**config.mk**
```make
export PLATFORM = sky130hd
export DESIGN_NAME = aes_tcdm_word_port
export DESIGN_NICKNAME = d
export VERILOG_FILES = /design/src/rtl/aes_package.sv /design/src/rtl/aes_tcdm_word_port.sv
export SDC_FILE = /design/constraint.sdc
export NUM_CORES = 1
export LEC_CHECK = 0
export ABC_AREA = 1
export BUFFER_PORTS_ARGS = -buffer_cell sky130_fd_sc_hd__buf_2
export CAP_MARGIN = 20
export CORE_MARGIN = 4
export CORE_UTILIZATION = 40
export DETAILED_ROUTE_END_ITERATION = 16
export PLACE_DENSITY = 0.76
export RECOVER_POWER = 100
export SLEW_MARGIN = 10
export SYNTH_ARGS = -nofsm -noshare
export SYNTH_HDL_FRONTEND = slang
export SYNTH_SLANG_ARGS = --single-unit
```
**constraint.sdc**
```tcl
create_clock -name clk -period 1.4 [get_ports clk]
set_input_delay 0.28 -clock clk [delete_from_list [all_inputs] [get_ports clk]]
set_output_delay 0.28 -clock clk [all_outputs]
set_load 0.05 [all_outputs]
```
**src/rtl/aes_package.sv**
```systemverilog
// Shared types for the AES accelerator: core sequencing state and the
// state encoding of the TCDM word port.
package aes_package;

  // Core round sequencing state.
  typedef enum logic [1:0] {
    AES_IDLE,
    AES_KEY_EXP,
    AES_ROUND,
    AES_FINAL
  } aes_state_t;

  // Single-word TCDM port state.
  typedef enum logic [2:0] {
    IDLE,
    RD_REQ,
    RD_WAIT,
    RD_OUT,
    WR_DATA,
    WR_REQ,
    DONE
  } aes_port_state_t;

endpackage

```
**src/rtl/aes_tcdm_word_port.sv**
```systemverilog
// Single-word TCDM port: moves one word from memory to a stream consumer
// (source) or from a stream producer to memory (sink), one transfer at a time.
module aes_tcdm_word_port
  import aes_package::*;
#(
  parameter int unsigned DW = 32,
  parameter int unsigned AW = 32
) (
  input  logic            clk,
  input  logic            reset_n,
  input  logic            clear,
  // read-word request and output stream
  input  logic            src_req_start_i,
  input  logic [AW-1:0]   src_base_addr_i,
  output logic            src_ready_start_o,
  output logic            src_done_o,
  output logic [DW-1:0]   src_data_o,
  output logic            src_valid_o,
  input  logic            src_ready_i,
  // write-word request and input stream
  input  logic            snk_req_start_i,
  input  logic [AW-1:0]   snk_base_addr_i,
  output logic            snk_ready_start_o,
  output logic            snk_done_o,
  input  logic [DW-1:0]   snk_data_i,
  input  logic            snk_valid_i,
  output logic            snk_ready_o,
  // TCDM master
  output logic            tcdm_req_o,
  input  logic            tcdm_gnt_i,
  output logic [AW-1:0]   tcdm_add_o,
  output logic            tcdm_wen_o,
  output logic [DW/8-1:0] tcdm_be_o,
  output logic [DW-1:0]   tcdm_data_o,
  input  logic [DW-1:0]   tcdm_r_data_i,
  input  logic            tcdm_r_valid_i,
  // status
  output logic            err_misaligned_o
);

  aes_port_state_t state, state_next;

  logic [AW-3:0] addr_q;     // word address; byte offset is never driven
  logic [DW-1:0] wdata_q;
  logic [DW-1:0] rdata_q;
  logic          dir_rd_q;   // direction of the transfer in flight
  logic          err_q;
  logic          drop_q;     // a read response is still owed after a clear
  logic          src_accept;
  logic          snk_accept;
  logic          drop_set;

  // Request handshake: source wins ties, clear blocks acceptance.
  always_comb begin
    src_ready_start_o = (state == IDLE) & ~drop_q;
    snk_ready_start_o = src_ready_start_o & ~src_req_start_i;
    src_accept        = src_req_start_i & src_ready_start_o & ~clear;
    snk_accept        = snk_req_start_i & snk_ready_start_o & ~clear;
    // A granted read whose response has not yet arrived must be swallowed.
    drop_set = ((state == RD_WAIT) & ~tcdm_r_valid_i)
             | ((state == RD_REQ)  & tcdm_gnt_i)
             | (drop_q & ~tcdm_r_valid_i);
  end

  // State register.
  always_ff @(posedge clk or negedge reset_n) begin
    // NOTE: sequential state uses non-blocking assignment so every register
    // samples pre-edge values regardless of block ordering.
    if (!reset_n) state <= IDLE;
    else          state <= state_next;
  end

  // Next-state decode and per-state control outputs.
  always_comb begin
    // NOTE: every output gets a default first so no path infers a latch.
    state_next  = state;
    tcdm_req_o  = 1'b0;
    tcdm_wen_o  = 1'b0;
    tcdm_be_o   = '0;
    src_valid_o = 1'b0;
    snk_ready_o = 1'b0;
    src_done_o  = 1'b0;
    snk_done_o  = 1'b0;
    case (state)
      IDLE: begin
        if (src_accept)      state_next = RD_REQ;
        else if (snk_accept) state_next = WR_DATA;
      end
      RD_REQ: begin
        tcdm_req_o = 1'b1;
        tcdm_wen_o = 1'b1;
        tcdm_be_o  = '1;
        if (tcdm_gnt_i) state_next = RD_WAIT;
      end
      RD_WAIT: begin
        if (tcdm_r_valid_i) state_next = RD_OUT;
      end
      RD_OUT: begin
        src_valid_o = 1'b1;
        if (src_ready_i) state_next = DONE;
      end
      WR_DATA: begin
        snk_ready_o = 1'b1;
        if (snk_valid_i) state_next = WR_REQ;
      end
      WR_REQ: begin
        tcdm_req_o = 1'b1;
        tcdm_be_o  = '1;
        if (tcdm_gnt_i) state_next = DONE;
      end
      DONE: begin
        src_done_o = dir_rd_q;
        snk_done_o = ~dir_rd_q;
        state_next = IDLE;
      end
      default: state_next = IDLE;
    endcase
    if (clear) state_next = IDLE;
  end

  // Address, data, direction and status registers.
  always_ff @(posedge clk or negedge reset_n) begin
    if (!reset_n) begin
      addr_q   <= '0;
      wdata_q  <= '0;
      rdata_q  <= '0;
      dir_rd_q <= 1'b0;
      err_q    <= 1'b0;
      drop_q   <= 1'b0;
    end else if (clear) begin
      addr_q   <= '0;
      wdata_q  <= '0;
      rdata_q  <= '0;
      dir_rd_q <= 1'b0;
      err_q    <= 1'b0;
      drop_q   <= drop_set;
    end else begin
      if (drop_q && tcdm_r_valid_i) drop_q <= 1'b0;
      if (src_accept) begin
        addr_q   <= src_base_addr_i[AW-1:2];
        dir_rd_q <= 1'b1;
        if (src_base_addr_i[1:0] != 2'b00) err_q <= 1'b1;
      end else if (snk_accept) begin
        addr_q   <= snk_base_addr_i[AW-1:2];
        dir_rd_q <= 1'b0;
        if (snk_base_addr_i[1:0] != 2'b00) err_q <= 1'b1;
      end
      if (state == RD_WAIT && tcdm_r_valid_i) rdata_q <= tcdm_r_data_i;
      if (state == WR_DATA && snk_valid_i)    wdata_q <= snk_data_i;
    end
  end

  assign src_data_o       = rdata_q;
  assign tcdm_add_o       = {addr_q, 2'b00};
  assign tcdm_data_o      = wdata_q;
  assign err_misaligned_o = err_q;

endmodule

```
==> flow_metrics.tcl <==
set metrics [dict create \
    ios 246 \
    layout_common_cells "135 x buf_2, 98 x dfrtp_1, 96 x clkbuf_2, 72 x inv_1, 70 x nand3_1" \
    yosysSeqAreaShare_pct 55.69 \
    grt_max_degree 33 \
    critical_path.max_fanout 3 \
    leakagePower_nw 3.677 \
    clk-insertion-delay-late_ps 340 \
    clkTransAtPathRegs_ps 80 \
    die_height_um 114.0 \
    root_buffer "clkbuf_16" \
    wirelength_mm 16.07 \
    nNetsFinal 940 \
    n_fill_cell 844 \
    area_delta_synth_final_pct 70.98 \
    ir_worst_vdd_v 0.001164 \
    initial_core_util_pct 41.09 \
    place_ws_ps -129.2 \
    overflow 0 \
    grt.total_usage_pct 23.17 \
    dieArea_mm2 0.01299 \
    place_area_mm2 0.006200 \
    drive_gt1_share_pct 59.28 \
    cp_data_arrival_time_ps 1490 \
    via_count 4828 \
    p_per_area_mw_per_mm2 1936 \
    hold_class "input port to flop" \
    grt_pass1_vias 4755 \
    status "finished, violations left" \
    gp_congestion 0.8245 \
    core_area_mm2 0.01094 \
    dr.pass1.iters 4 \
    synthFlopType "dfrtp_1" \
    final_util_pct 70.25 \
    htreeDepth 3 \
    cts_made_buffers 9 \
    multi_input_area_mm2 0.002211 \
    ant_nets 0 \
    layout_min_cycle_time_ps 1767 \
    drtIter0Drc 321 \
    power_mw 14.88 \
    fin_crit_sh_pct 126.2 \
    fp-row-count 38 \
    fin_worst_skew_ps 8.841 \
    cts_buffer_depth 2 \
    syn_area_per_cell_um2 8.558 \
    criticalPathCategory "flop to output pin" \
    tightestPinTransition_ps 589.8 \
    whs_ps 111.4 \
    finalHoldViolCount 0 \
    synth-warning-count 0 \
    port_buffers 243 \
    synth_area_leaders "dfrtp_1 56%, nand3_1 8.1%, o21ai_0 6.7%" \
    end_kind "output pin" \
    synth_cells 525 \
    start_kind "flop" \
    synth_top_area_share_pct 55.69 \
    vias_per_cell 5.093 \
    final_area_mm2 0.007682 \
    critPathRequiredTime_ps 1120 \
    synth_top_area_cell "dfrtp_1" \
    cts_tree "done" \
    synth_edf_count 0 \
    antenna-diode-count 0 \
    die_w_um 114.0 \
    numClockSinks 100 \
    drcViolationCount 0 \
    timing.final.ws_setup_ps -367.4 \
    layout.cells.most_common "buf_2" \
    rsz0062_at_grt "true" \
    grt_pass1_wl_mm 24.01 \
    violations "negative setup slack" \
    cap_violations 0 \
    max_slew_margin_pct 60.68 \
    setup_viol 112 \
    place_hpwl_mm 10.13 \
    syn_area_mm2 0.004493 \
    ys_types 26 \
    antenna_found_initial 1 \
    final-max-slew-violation-count 0 \
    ys_seq_elements 100 \
    ff_latch_area_mm2 0.002505 \
    timing.fmax_ghz 0.5658 \
    avgRoutedWirePerCell_um 16.95 \
    async_flop_share_pct 100.0 \
]
## metrics by stage
step / std cells / setup TNS, ps
3_5_place_dp: 902 / -5068
4_1_cts: 944 / -21450
2_1_floorplan: 526 / -9625
5_1_grt: 948 / -40540
6_report: 948 / -32340
3_3_place_gp: 902 / -1058
## final timing paths
check | depth (start not counted) | slack, ps | end | start
min | 2 | 110 | drop_q | tcdm_r_valid_i
max in group asynchronous | 3 | 150 | tcdm_data_o[21] | reset_n
max | 6 | -370 | src_ready_start_o | state[1]
min in group asynchronous | 2 | 470 | addr_q[6] | reset_n
min reg2reg | 2 | 490 | err_misaligned_o | err_misaligned_o
max reg2reg | 9 | -330 | tcdm_data_o[31] | state[1]
## cell usage after synthesis, types with 3 or more instances
cell	count
a21oi_1	33
inv_2	3
buf_2	15
nand3_1	73
o21ai_1	36
inv_1	74
clkbuf_1	12
nand2_1	49
o21ai_0	60
buf_4	12
nor2_1	39
dfrtp_1	100
## report_power, final
part | internal [mW] | total (mW) | switching [mW]
clock network | 1.40 | 2.52 | 1.12
registers | 3.50 | 4.00 | 0.499
logic | 3.04 | 8.36 | 5.31
## cells by family after synthesis
kind of cell           after synthesis  synth area share (%)
AO/OA/AOI/OAI                      132                 14.84
flip-flops                         100                 55.69
AND/OR/NAND/NOR                    175                 18.18
other                                1               0.08346
buffers and inverters              117                 11.19
## worst max-delay path, stage by stage (launching register included)
cell and delay, ps:
dfrtp_2 430, buf_6 120, nor2_4 130, nand2_4 90
nor2_4 140, buf_6 120, buf_12 130
## what timing repair did
action                                  in CTS  in global routing
pin swaps                                    9                 13
endpoints found under the setup margin      83                112
buffers inserted                            16                  8
gates resized for setup                    123                144
hold buffers                                 1                  0
hold endpoints to repair                    20                  0
cloned                                       9                  1
## flip-flops by register name, summed over array words and instances (netlist names)
| name | cells |
|---|---|
| addr_q | 30 |
| dir_rd_q | 1 |
| drop_q | 1 |
| err_misaligned_o | 1 |
| src_data_o | 32 |
| state | 3 |
| tcdm_data_o | 32 |
## layer usage
layer  vias to the layer above  share of wire [%]  track usage [%]
li1                       2263                  -                -
met1                      2317                 39            29.57
met2                       211                 51            39.03
met3                        35                7.8            4.881
met4                         2                2.2            8.234
met5                         -              0.081                0
## cell type report
class                           count  area share, %
Multi-Input combinational cell    309          28.78
Clock buffer                       11          3.029
Timing Repair Buffer              305          28.63
Inverter                           78          3.876
Clock inverter                      5         0.7980
Tap cell                          140          2.280
Sequential cell                   100          32.61
Note: power is estimated with default switching activity, not from simulation.
